<file path="config.mk">
export PLATFORM = sky130hd
export DESIGN_NAME = wb_load_store_master
export DESIGN_NICKNAME = d
export VERILOG_FILES = /design/src/rtl/wb_load_store_master.sv
export SDC_FILE = /design/constraint.sdc
export NUM_CORES = 1
export LEC_CHECK = 0
export ABC_AREA = 1
export BUFFER_PORTS_ARGS = -buffer_cell sky130_fd_sc_hd__buf_2
export CAP_MARGIN = 40
export CORE_MARGIN = 2
export CORE_UTILIZATION = 39
export DETAILED_ROUTE_END_ITERATION = 6
export PLACE_DENSITY = 0.74
export SYNTH_ARGS = -nofsm -noshare
export SYNTH_HDL_FRONTEND = slang
export SYNTH_SLANG_ARGS = --single-unit
</file>
<file path="constraint.sdc">
create_clock -name wb_clk_i -period 2.2 [get_ports wb_clk_i]
set_clock_uncertainty 0.1 [all_clocks]
set_input_delay 0.22 -clock wb_clk_i [delete_from_list [all_inputs] [get_ports wb_clk_i]]
set_output_delay 0.22 -clock wb_clk_i [all_outputs]
set_load 0.005 [all_outputs]
</file>
<file path="src/rtl/wb_load_store_master.sv">
// wb_load_store_master: single-transaction Wishbone classic master for CPU loads/stores.
// Ports:
//   wb_clk_i, wb_rst_n_i            clock (rising edge), async active-low reset
//   req_valid_i/req_ready_o         request handshake; ready only in IDLE
//   req_we_i, req_size_i,           store/load, 00 byte 01 half 10 word 11 illegal,
//   req_signed_i, req_adr_i,        sign-extend loads, byte address,
//   req_dat_i                       right-aligned store data
//   rsp_valid_o/rsp_ready_i         response handshake
//   rsp_dat_o, rsp_status_o         extended load data; 00 ok 01 err 10 misaligned 11 timeout
//   wb_adr_o, wb_dat_o, wb_sel_o,   word-aligned address, lane-replicated store data, lane enables
//   wb_we_o, wb_cyc_o, wb_stb_o     write enable, cycle/strobe (always equal)
//   wb_dat_i, wb_ack_i, wb_err_i    slave read data and termination
module wb_load_store_master #(
    parameter bit          BIG_ENDIAN     = 1'b1,
    parameter int unsigned TIMEOUT_CYCLES = 255
) (
    input  logic        wb_clk_i,
    input  logic        wb_rst_n_i,
    input  logic        req_valid_i,
    output logic        req_ready_o,
    input  logic        req_we_i,
    input  logic [1:0]  req_size_i,
    input  logic        req_signed_i,
    input  logic [31:0] req_adr_i,
    input  logic [31:0] req_dat_i,
    output logic        rsp_valid_o,
    input  logic        rsp_ready_i,
    output logic [31:0] rsp_dat_o,
    output logic [1:0]  rsp_status_o,
    output logic [31:0] wb_adr_o,
    output logic [31:0] wb_dat_o,
    output logic [3:0]  wb_sel_o,
    output logic        wb_we_o,
    output logic        wb_cyc_o,
    output logic        wb_stb_o,
    input  logic [31:0] wb_dat_i,
    input  logic        wb_ack_i,
    input  logic        wb_err_i
);
    typedef enum logic [1:0] {IDLE, BUS, RESP} state_t;
    state_t      state_q, state_d;
    logic [1:0]  size_q, size_d, off_q, off_d, status_q, status_d;
    logic        sgn_q, sgn_d, we_q, we_d, cyc_q, cyc_d;
    logic [15:0] cnt_q, cnt_d;
    logic [31:0] adr_q, adr_d, dat_q, dat_d, rdat_q, rdat_d;
    logic [3:0]  sel_q, sel_d;
    logic [1:0]  off, rsh;
    logic        misaligned;
    logic [3:0]  sel;
    logic [31:0] wdat, lane, ext;
    assign off        = req_adr_i[1:0];
    assign misaligned = (req_size_i == 2'd3) || (req_size_i == 2'd1 && off[0]) ||
                        (req_size_i == 2'd2 && off != 2'd0);
    assign sel  = BIG_ENDIAN ?
                  (req_size_i == 2'd0 ? 4'b1000 >> off : req_size_i == 2'd1 ? 4'b1100 >> off : 4'b1111) :
                  (req_size_i == 2'd0 ? 4'b0001 << off : req_size_i == 2'd1 ? 4'b0011 << off : 4'b1111);
    assign wdat = req_size_i == 2'd0 ? {4{req_dat_i[7:0]}} :
                  req_size_i == 2'd1 ? {2{req_dat_i[15:0]}} : req_dat_i;
    // Byte-lane distance of the addressed item from bit 0 of the bus word.
    assign rsh  = BIG_ENDIAN ?
                  (size_q == 2'd0 ? 2'd3 - off_q : size_q == 2'd1 ? 2'd2 - off_q : 2'd0) :
                  (size_q == 2'd2 ? 2'd0 : off_q);
    assign lane = wb_dat_i >> {rsh, 3'b000};
    assign ext  = size_q == 2'd0 ? {{24{sgn_q & lane[7]}}, lane[7:0]} :
                  size_q == 2'd1 ? {{16{sgn_q & lane[15]}}, lane[15:0]} : lane;
    assign req_ready_o  = state_q == IDLE;
    assign rsp_valid_o  = state_q == RESP;
    assign rsp_dat_o    = rdat_q;
    assign rsp_status_o = status_q;
    assign wb_adr_o     = adr_q;
    assign wb_dat_o     = dat_q;
    assign wb_sel_o     = sel_q;
    assign wb_we_o      = we_q;
    assign wb_cyc_o     = cyc_q;
    assign wb_stb_o     = cyc_q;
    always_comb begin
        state_d  = state_q;
        size_d   = size_q;
        off_d    = off_q;
        sgn_d    = sgn_q;
        we_d     = we_q;
        cyc_d    = cyc_q;
        cnt_d    = cnt_q;
        adr_d    = adr_q;
        dat_d    = dat_q;
        sel_d    = sel_q;
        rdat_d   = rdat_q;
        status_d = status_q;
        case (state_q)
            IDLE: if (req_valid_i) begin
                size_d = req_size_i;
                off_d  = off;
                sgn_d  = req_signed_i;
                rdat_d = '0;
                if (misaligned) begin
                    state_d  = RESP;
                    status_d = 2'b10;
                end else begin
                    state_d = BUS;
                    cyc_d   = 1'b1;
                    we_d    = req_we_i;
                    sel_d   = sel;
                    adr_d   = {req_adr_i[31:2], 2'b00};
                    dat_d   = req_we_i ? wdat : '0;
                    cnt_d   = '0;
                end
            end
            BUS: begin
                // Any termination leaves BUS and drops the strobe on this same edge.
                if (wb_err_i || wb_ack_i ||
                    (TIMEOUT_CYCLES != 0 && cnt_q == 16'(TIMEOUT_CYCLES - 1))) begin
                    state_d  = RESP;
                    cyc_d    = 1'b0;
                    we_d     = 1'b0;
                    sel_d    = '0;
                    status_d = wb_err_i ? 2'b01 : wb_ack_i ? 2'b00 : 2'b11;
                    rdat_d   = (!wb_err_i && wb_ack_i && !we_q) ? ext : '0;
                end else begin
                    cnt_d = cnt_q + 16'd1;
                end
            end
            RESP: if (rsp_ready_i) state_d = IDLE;
            default: state_d = IDLE;
        endcase
    end
    always_ff @(posedge wb_clk_i or negedge wb_rst_n_i) begin
        if (!wb_rst_n_i) begin
            state_q  <= IDLE;
            size_q   <= '0;
            off_q    <= '0;
            sgn_q    <= 1'b0;
            we_q     <= 1'b0;
            cyc_q    <= 1'b0;
            cnt_q    <= '0;
            adr_q    <= '0;
            dat_q    <= '0;
            sel_q    <= '0;
            rdat_q   <= '0;
            status_q <= '0;
        end else begin
            state_q  <= state_d;
            size_q   <= size_d;
            off_q    <= off_d;
            sgn_q    <= sgn_d;
            we_q     <= we_d;
            cyc_q    <= cyc_d;
            cnt_q    <= cnt_d;
            adr_q    <= adr_d;
            dat_q    <= dat_d;
            sel_q    <= sel_d;
            rdat_q   <= rdat_d;
            status_q <= status_d;
        end
    end
endmodule
</file>
After elaboration in Yosys (flattened, before gate mapping)
Cells that the tools add are included.
- register bits: 125
- input port bits: 106
- output and inout port bits: 107
- memories kept: 0
- bits in read-only memories: 0
- RAM bits: 0
- latch bits: 0
- bitwise gates (word level): 3
- $add $sub $neg: 3
- $lt $le $gt $ge: 0
- eq/ne operators: 13
- multipliers: 0
- shift-type cells: 3
- div/mod/pow operators: 0
- reductions and logical operators: 22
- mux-type cells: 39
- operator list (kind ; count):
    32-bit 2-to-1 mux ; 8
    32-bit case mux with 2 select lines ; 1
    16-bit 2-to-1 mux ; 3
    16-bit case mux with 2 select lines ; 1
    32-bit by 5-bit right shift with 32-bit output ; 1
    2-bit 2-to-1 mux ; 11
    4-bit 2-to-1 mux ; 5
    16-bit by 1-bit adder with 16-bit output, second input constant ; 1
    16-bit by 8-bit == test with 1-bit output, second input constant ; 1
    4-bit AND reduction ; 3
    3-bit AND reduction ; 3
    2-bit != test, second input constant ; 4
    4-bit case mux with 2 select lines ; 1
    4-bit by 2-bit right shift with 4-bit output, first input constant ; 2
    2-bit by 1-bit == test with 1-bit output, second input constant ; 3
    2-bit == test, second input constant ; 3
    2-bit zero test ; 3
    2-bit case mux with 3 select lines ; 1
    1-bit 2-to-1 mux ; 5
    1-bit logical AND ; 4
    1-bit logical OR ; 4
    2-bit by 1-bit != test with 1-bit output, second input constant ; 2
    1-bit case mux with 2 select lines ; 2
    2-bit case mux with 2 select lines ; 1
    6 further kinds ; 10

Depth between registers and ports, before layout
Gate-level depths: netlist of the first run.
- depth in word-level cells: 10
- mapped depth: 11
- gate-level depth less buffers: 10

Least setup slack after synthesis of the first run
OpenSTA, ideal clock, no wires.
- path type: reg-to-reg
- start: register size_q[1]
- end: register rdat_q[30] (netlist: rsp_dat_o[30])
- setup time: 0.117 ns
- cell stages (with the launch flop): 11
- clock period less this slack: 1.652 ns
- arrival time: 1.435 ns
- data required time: 1.983 ns
- path slack: 0.548 ns
- cell sequence: dfrtp_1 -> inv_1 -> buf_2 -> nand2_2 -> nor2_4 -> nand2_1 -> nand3_2 -> buf_2 -> a21oi_1 -> nand2_1 -> nand2_1
- cells in the longest elaborated chain, start to end: 10
- elaborated cells between the ends (all ways): 12
- those cells by class: eq/ne (1); shift (1); mux (7); bitwise (2); reduce/logical (1)
- ends and longest elaborated chain (what ; line ; RTL):
    start, declared ; 42 ; logic [1:0] size_q, size_d, off_q, off_d, status_q, status_d;
    start signal, assigned ; 142 ; size_q <= size_d;
    2-bit by 1-bit == test with 1-bit output ; 61, 65 ;
    2-bit 2-to-1 mux (2 in series) ; 61 ; (size_q == 2'd0 ? 2'd3 - off_q : size_q == 2'd1 ? 2'd2 - off_q : 2'd0) :
    32-bit by 5-bit right shift with 32-bit output ; 63 ; assign lane = wb_dat_i >> {rsh, 3'b000};
    1-bit AND ; 65 ; size_q == 2'd1 ? {{16{sgn_q & lane[15]}}, lane[15:0]} : lane;
    32-bit 2-to-1 mux ; 65 ;
    32-bit 2-to-1 mux * ; 64 ; assign ext = size_q == 2'd0 ? {{24{sgn_q & lane[7]}}, lane[7:0]} :
    32-bit 2-to-1 mux * ; 117 ; rdat_d = (!wb_err_i && wb_ack_i && !we_q) ? ext : '0;
    32-bit 2-to-1 mux * ; 110 ; if (wb_err_i || wb_ack_i ||
    32-bit case mux with 2 select lines * ; 89 ; case (state_q)
    end signal, assigned ; 151 ; rdat_q <= rdat_d;
    end, declared ; 45 ; logic [31:0] adr_q, adr_d, dat_q, dat_d, rdat_q, rdat_d;
Mark *: on every way between the ends. The rest lies on a longest branch, timed or not. The select of a mux whose other input is x is not followed.
A chain may end at the register's enable or synchronous reset.

Final worst setup path of the first run
- start: register size_q[0]
- end: register rdat_q[8] (netlist: rsp_dat_o[8])
- cells in the longest elaborated chain, start to end: 9
- elaborated cells between the ends (all ways): 11
- those cells by class: eq/ne (1); shift (1); mux (7); bitwise (1); reduce/logical (1)
- ends and longest elaborated chain (what ; line):
    2-bit by 1-bit == test with 1-bit output ; 61
    2-bit 2-to-1 mux (2 in series) ; 61
    32-bit by 5-bit right shift with 32-bit output ; 63
    32-bit 2-to-1 mux or 1-bit AND (tied branches) ; 65, 64
    32-bit 2-to-1 mux * ; 64
    32-bit 2-to-1 mux * ; 117
    32-bit 2-to-1 mux * ; 110
    32-bit case mux with 2 select lines * ; 89
Marked as above.

==> results of run 1 <==
## metal layers
| metal | part of all wire [%] | routed length [um] | global-route usage (%) | up-vias |
|---|---|---|---|---|
| met1 | 44 | 8150 | 29.5 | 2957 |
| met5 | 0 | 0 | 0 | - |
| met4 | 1.9 | 354 | 7.95 | 0 |
| met2 | 47 | 8720 | 34.4 | 249 |
| met3 | 7.3 | 1350 | 5.82 | 28 |
| li1 | - | - | - | 3140 |
## final cells by class
cell class	count	area [um2]	area share, %
tap	216	270	3.14
sequential	125	3130	36.4
clock buffer	17	425	4.94
multi-input combinational	595	2760	32.1
timing repair buffer	275	1700	19.8
clock inverter	15	139	1.61
inverter	47	179	2.08
## cells by family after synthesis
kind of cell,Yosys count
xor+xnor,8
other cells,1
buf+inv,89
compound gates,124
simple gates,454
fa+ha+maj,6
flops,125
mux,1
## worst min-delay path, delay by kind of cell
family,cells,cell delay (ns)
AOI/OAI and AO/OA,1,0.09
buffers and inverters,2,0.17
## power by group through the flow
stage,clock network [uW],registers [uW],logic (uW)
floorplan,0,3590,2060
global placement,0,3570,3490
detailed placement,0,3550,3570
CTS,2740,3550,3620
global route,2840,3650,4120
finish,2690,3560,3640
## flip-flops by register name, indices dropped and copies added, names as in the netlist
signal,cells
wb_sel_o,4
wb_adr_o,30
cnt_q,16
rsp_dat_o,32
size_q,2
wb_dat_o,32
off_q,2
wb_cyc_o,1
wb_we_o,1
state_q,2
rsp_status_o,2
sgn_q,1
## metrics by stage
stage | cell area, um2 | setup slack [ns] | std cells
global placement | 7640 | 0.225 | 1218
finish | 8600 | 0.225 | 1290
global route | 8600 | 0.0204 | 1290
detailed placement | 7640 | 0.167 | 1218
CTS | 8600 | 0.140 | 1290
floorplan | 6270 | 0.548 | 809
## placed cells by master (no fill, tap or decap), drive strengths merged
cell type,netlist,routed
a21oi,25,25
a221oi,8,8
a31oi,7,7
buf,19,235
bufinv,0,1
clkbuf,23,17
clkinv,2,10
clkinvlp,0,2
conb,1,2
dfrtp,125,125
dlygate4sd3,0,40
ha,6,6
inv,45,49
mux2,1,1
nand2,279,279
nand3,86,86
nand3b,2,2
nand4,8,8
nor2,71,71
nor3,3,3
nor4,1,1
o21ai,80,80
o22ai,3,3
o31ai,1,1
or2,4,4
xnor2,2,2
xor2,6,6
## final timing paths
path | start | endpoint | cells past startpoint
worst max-delay path | size_q[0]$_DFFE_PN0P_ | rsp_dat_o[8]$_DFFE_PN0P_ | 9
max in group asynchronous | wb_rst_n_i | wb_dat_o[29]$_DFFE_PN0P_ | 3
worst max register to register | size_q[0]$_DFFE_PN0P_ | rsp_dat_o[8]$_DFFE_PN0P_ | 9
worst min-delay path | req_dat_i[5] | wb_dat_o[5]$_DFFE_PN0P_ | 3
min in group asynchronous | wb_rst_n_i | rsp_dat_o[19]$_DFFE_PN0P_ | 2
worst min register to register | wb_adr_o[18]$_DFFE_PN0P_ | wb_adr_o[18]$_DFFE_PN0P_ | 2
## what timing repair did
item	CTS	global route
gates resized for setup	0	2
hold buffers	40	0
endpoints found under the hold margin	72	0
endpoints found under the setup margin	0	4
==> impl_metrics.csv, run 1 <==
group,metric,value,unit
finish,drive_above_1_share,27.1,%
die,num_rows,46,
global_routing,grt_max_degree,67,
setup_path,cp.required,2.41,ns
global_routing,grt_pass1_wl,29500,um
power,pwr-share-clk,27.2,%
setup_path,cp_data_arrival_time,2.18,ns
placement,hpwl,12600,um
sta,setup_viol,0,
power,pwr-share-seq,36.0,%
synth,avgSynthCellArea,7.75,um2
synth,ys_top_cells_by_count,"272 x nand2_1, 125 x dfrtp_1, 81 x nand3_1, 75 x o21ai_0, 69 x nor2_1",
setup_path,cp_slowest_cell,"dfrtp_1",
global_routing,antenna_found_initial,0,
detailed_routing,drtAntennaViolNets,0,
finish,fillCellCount,1453,
sta,min_period,1.97,ns
sta,fmax,506,MHz
synth,synth_simple_gate_area_share,30.8,%
sta,grt_setup_unrepaired,"no",
sta,maxSlewViolCount,0,
cts,clock_latency,0.42,ns
synth,ys_seq_area_share,49.9,%
die,core-area,15800,um2
power,leakage,0.00468,uW
power,powerDensity,1150,nW/um2
cts,clock_path_buffers,2,
run,maxCapViolCount,0,
synth,yosysMostFrequentCell,"nand2_1",
placement,portBuffers,210,
synth,synth.largest_area_cell,"dfrtp_1",
synth,synthMuxAreaShare,0.180,%
die,dieArea,17100,um2
detailed_routing,via_per_inst,4.94,
synth,synth_cells,808,
synth,synth_xor_area_share,1.12,%
worst_hold_path,hold_path_class,"primary input to register",
outcome,status,"finished clean",
die,die_y,131,um
die,ios,213,
synth,synth_cell_type_count,32,
synth,synthTopCellsByArea,"dfrtp_1 50%, nand2_1 16%, nand3_1 6.5%",
cts,root_buffer,"clkbuf_16",
global_routing,grt_pass1_vias,5826,
cts,cts_sinks,125,
synth,ys.flop_type,"dfrtp_1",
die,initial_utilization,39.7,%
finish,diodes,0,
setup_path,cpPeakStageDelay,0.45,ns
cts,cts_tree,"built",
sta,hold_viol,0,
setup_path,critPathTopFamily,"simple AND/OR/NAND/NOR gates",
synth,async_flop_share,100,%
detailed_routing,wire_per_inst,14.4,um
sta,maxSlewHeadroom,66.1,%
setup_path,endpoint_kind,"register",
die,die_x,131,um
setup_path,cp_max_fo,26,
synth,syn_area,6260,um2
setup_path,crit_buf_inv,2,
synth,synthAdderAreaFrac,1.20,%
synth,yosysWarnings,0,
power,p_comb_share,36.8,%
power,worst_ir_drop_vdd,0.553,mV
power,p_int,6130,uW
cts,cts_htree_levels,4,
sta,worst_pin_slew,0.508,ns
setup_path,crit_path_start_kind,"register",
detailed_routing,vias,6374,
finish,area_delta_synth_final,37.3,%
setup_path,r2r_slack,0.23,ns
synth,synth_top_family_by_area,"simple AND/OR/NAND/NOR gates",
synth,synth_top_cell_area_share,49.9,%
sta,finalCritPeriodShare,89.8,%
cts,clk_pin_slew_worst_paths,0.06,ns
detailed_routing,drt_iter0_drc,410,
power,finalPower,9880,uW
finish,utilization,54.6,%
sta,whs,0.0106,ns
sta,tns,0,ns
detailed_routing,drcViolationCount,0,
cts,post_cts_buffers,0,
detailed_routing,dr.pass1.iters,5,
synth,synth_seq_cells,125,
power,switchingPower,3750,uW
global_routing,grt_usage,22.0,%
synth,synth_edf_count,0,
setup_path,worstSetupPathType,"register to register",
finish,nets,1173,
detailed_routing,totalWireLength,18600,um
synth,synth_compound_gate_area_share,10.6,%
global_routing,overflow,0,
placement,gp_congestion,0.889,
setup_path,crit_chain,"nor2_4 > nand2_2 > nand2_2 > buf_4 > inv_4 > a31oi_1 > o21ai_0 > nand2_1 > nand2_1",
power,p_sw_share,38.0,%
cts,numCtsBuffers,17,
No activity file was read; power rests on OpenSTA's default activity.
==> run 2, diff against run 1 <==
- CORE_UTILIZATION: 39 -> 51
- PLACE_DENSITY: 0.74 -> 0.9
==> impl_metrics.csv, run 2 (synthesized netlist as in run 1, its figures left out) <==
group,metric,value,unit
outcome,status,"finished clean",
detailed_routing,wire_per_inst,15.8,um
sta,hold_viol,0,
setup_path,crit_top_cell,"nand2_1",
sta,min_period,1.94,ns
global_routing,grt_usage,29.6,%
setup_path,cp_data_arrival_time,2.14,ns
power,leakage,0.00466,uW
finish,area_delta_synth_final,35.3,%
finish,drive_above_1_share,26.9,%
die,initial_utilization,52.2,%
setup_path,crit_chain,"inv_1 > nand3_1 > nand2_2 > nand2_1 > nand3_1 > nand2_1 > nand3_2 > nand2_2 > nand2_1 > nand2_1",
detailed_routing,via_per_inst,5.48,
sta,finalCritPeriodShare,88.2,%
placement,portBuffers,210,
placement,dp_cells,1146,
detailed_routing,drcViolationCount,0,
finish,utilization,70.6,%
die,core-area,12000,um2
cts,clk_pin_slew_worst_paths,0.06,ns
setup_path,cp.required,2.40,ns
sta,maxSlewViolCount,0,
detailed_routing,drtAntennaViolNets,0,
power,worst_ir_drop_vdd,0.627,mV
global_routing,grt_max_degree,67,
cts,cts_resized,0,
sta,setup_viol,0,
setup_path,cp_slowest_cell,"dfrtp_1",
setup_path,cpPeakStageDelay,0.43,ns
worst_hold_path,hold_path_class,"primary input to register",
setup_path,crit_buf_inv,1,
detailed_routing,dr.pass1.iters,5,
cts,numCtsBuffers,17,
placement,hpwl,12600,um
setup_path,crit_path_start_kind,"register",
placement,dpl_worst_slack,0.276,ns
cts,cts_htree_levels,4,
die,ios,213,
finish,final_common_cell,"nand2_1",
detailed_routing,totalWireLength,19200,um
sta,worst_pin_slew,0.718,ns
global_routing,overflow,0,
global_routing,grt_pass1_vias,6263,
cts,holdBufCountCts,35,
sta,maxSlewHeadroom,51.9,%
detailed_routing,vias,6658,
sta,grt_setup_unrepaired,"no",
cts,root_buffer,"clkbuf_16",
run,maxCapViolCount,0,
setup_path,worstSetupPathType,"register to register",
die,num_rows,40,
placement,gp_congestion,0.898,
cts,post_cts_buffers,0,
sta,whs,0.0166,ns
detailed_routing,drt_iter0_drc,609,
power,powerDensity,1220,nW/um2
setup_path,cp_max_fo,24,
finish,stdcell_count,1214,
sta,fmax,515,MHz
finish,nets,1165,
global_routing,grt_pass1_wl,30800,um
sta,layout_setup_ws,0.260,ns
sta,tns,0,ns
cts,clock_latency,0.41,ns
die,die_x,115,um
global_routing,antenna_found_initial,1,
setup_path,endpoint_kind,"register",
setup_path,critPathTopFamily,"simple AND/OR/NAND/NOR gates",
die,dieArea,13200,um2
finish,final_cell_mix,"272 x nand2_1, 209 x buf_2, 125 x dfrtp_1",
cts,cts_tree,"built",
cts,cts_sinks,125,
die,die_y,115,um
cts,clock_path_buffers,2,
-- run 2: changes by cell type in the layout (fill, tap and decap cells not counted) --
cell	previous run	this run
inv_4	1	0
dlygate4sd3_1	40	35
bufinv_16	1	4
clkinv_2	3	2
buf_12	5	2
diode_2	0	1
clkinv_4	5	3
clkbuf_1	0	1
inv_6	4	2
inv_2	3	4
clkbuf_8	0	1
-- run 2: worst min-delay path: stages --
cell and delay (ns):
buf_2 0.08, a221oi_1 0.07, o21ai_1 0.12
-- run 2: final timing paths --
check                      depth (start not counted)                        end  slack (ns)                     start
max in group asynchronous                          3   wb_adr_o[23]$_DFFE_PN0P_        1.14                wb_rst_n_i
hold reg to reg                                    2   wb_dat_o[23]$_DFFE_PN0P_        0.38  wb_dat_o[23]$_DFFE_PN0P_
setup reg to reg                                  10  rsp_dat_o[28]$_DFFE_PN0P_        0.26     size_q[1]$_DFFE_PN0P_
hold / removal                                     3   wb_dat_o[26]$_DFFE_PN0P_        0.02             req_dat_i[26]
setup / recovery                                  10  rsp_dat_o[28]$_DFFE_PN0P_        0.26     size_q[1]$_DFFE_PN0P_
min in group asynchronous                          2  rsp_dat_o[30]$_DFFE_PN0P_        0.17                wb_rst_n_i
-- run 2: stage by stage --
step                      total power (uW)  area, um2
after global placement                7040       7490
after CTS                            10300       8470
after detailed placement              7160       7490
final                                10300       8470
after global routing                 11000       8470
after floorplan                       5650       6270
-- run 2: power breakdown --
part	switching [uW]	leakage, uW	internal (uW)
clock network	1080	0.000304	1930
logic	2230	0.00271	1480
registers	544	0.00165	3070
total	3850	0.00466	6480
-- run 2: routing by layer --
layer  wire, um  track usage [%]
met1       7730             39.1
met2       9340             47.7
met3       1630             6.85
met4        537             11.4
met5          0                0
-- run 2: cell type report --
| class | instances | area, um2 |
|---|---|---|
| Antenna cell | 1 | 2.50 |
| Multi-Input combinational cell | 595 | 2760 |
| Sequential cell | 125 | 3130 |
| Clock inverter | 13 | 189 |
| Clock buffer | 19 | 443 |
| Inverter | 47 | 176 |
| Timing Repair Buffer | 267 | 1590 |
| Tap cell | 147 | 184 |
| Fill cell | 881 | 3540 |
==> run 3, diff against run 2 <==
- CELL_PAD_IN_SITES_DETAIL_PLACEMENT: not set -> 0
- CELL_PAD_IN_SITES_GLOBAL_PLACEMENT: not set -> 1
- CORE_UTILIZATION: 51 -> 36
- PLACE_DENSITY: 0.9 -> 0.89
- SLEW_MARGIN: not set -> 40
==> impl_metrics.csv, run 3 (synthesized netlist as in run 1, its figures left out) <==
group,metric,value,unit
outcome,status,"finished clean",
setup_path,r2r_end,"rsp_dat_o[9]$_DFFE_PN0P_",
power,p_int,6560,uW
detailed_routing,via_per_inst,4.91,
power,p_sw_share,36.5,%
cts,cts_sinks,125,
sta,setup_viol,0,
sta,grt_setup_unrepaired,"no",
setup_path,cp.required,2.41,ns
detailed_routing,drcViolationCount,0,
setup_path,r2r_slack,0.24,ns
setup_path,cp_max_fo,26,
power,switchingPower,3770,uW
setup_path,worstSetupPathType,"register to register",
finish,final_common_cell,"nand2_1",
global_routing,antenna_found_initial,0,
placement,gp_congestion,0.876,
die,dieArea,18500,um2
cts,clock_path_buffers,2,
sta,finalCritPeriodShare,89.2,%
setup_path,r2r-start,"size_q[1]$_DFFE_PN0P_",
run,maxCapViolCount,0,
power,p_comb_share,35.6,%
global_routing,overflow,0,
die,core-area,17200,um2
cts,cts_tree,"built",
finish,drive_above_1_share,27.2,%
sta,fmax,510,MHz
die,die_y,136,um
placement,portBuffers,210,
cts,root_buffer,"clkbuf_16",
cts,post_cts_buffers,0,
power,worst_ir_drop_vdd,0.593,mV
power,pwr-share-seq,34.6,%
finish,final_area,8690,um2
cts,numCtsBuffers,17,
finish,nets,1173,
detailed_routing,drt_iter0_drc,345,
cts,clk_pin_slew_worst_paths,0.06,ns
cts,cts_htree_levels,4,
placement,dpl_worst_slack,0.199,ns
worst_hold_path,hold_depth,3,
worst_hold_path,min_to,"wb_dat_o[6]$_DFFE_PN0P_",
sta,layout_setup_ws,0.238,ns
worst_hold_path,hold_path_class,"primary input to register",
detailed_routing,vias,6381,
sta,worst_pin_slew,0.604,ns
setup_path,r2r_cells,9,
setup_path,crit_path_start_kind,"register",
power,leakage,0.00471,uW
worst_hold_path,hp-start,"req_dat_i[6]",
finish,stdcell_count,1299,
die,die_x,136,um
power,pwr-share-clk,29.8,%
global_routing,grt_pass1_wl,31200,um
die,num_rows,48,
cts,clock_latency,0.42,ns
die,initial_utilization,36.5,%
sta,tns,0,ns
detailed_routing,drtAntennaViolNets,0,
placement,dp_cells,1228,
finish,final_cell_mix,"272 x nand2_1, 209 x buf_2, 125 x dfrtp_1",
detailed_routing,totalWireLength,19300,um
sta,hold_viol,0,
sta,maxSlewViolCount,0,
detailed_routing,dr.pass1.iters,6,
finish,diodes,0,
sta,maxSlewHeadroom,59.7,%
setup_path,endpoint_kind,"register",
placement,dpl_cell_area,7640,um2
detailed_routing,wire_per_inst,14.8,um
power,powerDensity,1190,nW/um2
global_routing,grt_usage,21.6,%
die,ios,213,
global_routing,grt_pass1_vias,6155,
sta,min_period,1.96,ns
setup_path,cp_data_arrival_time,2.17,ns
finish,area_delta_synth_final,38.6,%
global_routing,grt_max_degree,54,
placement,hpwl,13600,um
-- run 3: cell types whose count changed in the layout (fill, tap and decap cells not counted), sizes merged --
cell	before	now
buf	232	236
clkinv	7	3
diode	1	0
dlygate4sd3	35	39
clkbuf	19	20
clkinvlp	2	5
-- run 3: power by group through the flow --
stage                     logic, uW  registers (uW)  clock network [uW]
after floorplan                2060            3590                   0
after global placement         3590            3580                   0
after detailed placement       3640            3570                   0
after CTS                      3680            3570                3140
after global routing           4190            3670                3240
final                          3680            3570                3080
-- run 3: worst max-delay path, cell delays in order, from the launching register on --
cell	delay, ns
dfrtp_1	0.42
inv_1	0.15
nand3_1	0.18
nand2_2	0.14
buf_4	0.26
inv_4	0.16
a31oi_1	0.20
o21ai_0	0.11
nand2_1	0.08
nand2_1	0.05
-- run 3: worst max path at each step --
stage / start / end / slack [ns] / cells past startpoint
finish: size_q[1]$_DFFE_PN0P_ / rsp_dat_o[9]$_DFFE_PN0P_ / 0.24 / 9
CTS: size_q[1]$_DFFE_PN0P_ / rsp_dat_o[9]$_DFFE_PN0P_ / 0.18 / 9
detailed placement: size_q[1]$_DFFE_PN0P_ / rsp_dat_o[11]$_DFFE_PN0P_ / 0.20 / 9
floorplan: size_q[1]$_DFFE_PN0P_ / rsp_dat_o[30]$_DFFE_PN0P_ / 0.55 / 10
global placement: size_q[1]$_DFFE_PN0P_ / rsp_dat_o[8]$_DFFE_PN0P_ / 0.25 / 9
global route: size_q[1]$_DFFE_PN0P_ / rsp_dat_o[12]$_DFFE_PN0P_ / 0.06 / 9
-- run 3: through the flow --
| step | total power (uW) | utilization [%] | hold WS [ns] |
|---|---|---|---|
| 6_report | 10300 | 50.6 | 0.00518 |
| 4_1_cts | 10400 | 50.6 | 0.00155 |
| 3_5_place_dp | 7210 | 44.5 | 0.165 |
| 5_1_grt | 11100 | 50.6 | 0.0188 |
| 2_1_floorplan | 5650 | - | -0.176 |
| 3_3_place_gp | 7170 | 44.5 | 0.163 |
-- run 3: per-layer routing --
| metal | part of all wire [%] | wire length (um) | track usage, % | up-vias |
|---|---|---|---|---|
| met5 | 0 | 0 | 0 | - |
| met3 | 6.7 | 1290 | 6.15 | 28 |
| met1 | 45 | 8620 | 28.2 | 2991 |
| li1 | - | - | - | 3138 |
| met2 | 47 | 9020 | 34.1 | 224 |
| met4 | 1.8 | 351 | 7.93 | 0 |
-- run 3: area by class of cell --
cell class,count,area (um2)
repair buffers,275,1690
multi-input cells,595,2760
well taps,225,282
clock inverters,12,184
clock buffers,20,467
fillers,1675,8490
flip-flops and latches,125,3130
inverters,47,179
-- run 3: what timing repair did --
action,CTS,global route
endpoints found under the setup margin,0,7
hold buffers,39,0
hold endpoints to repair,75,0
gates resized for setup,0,2
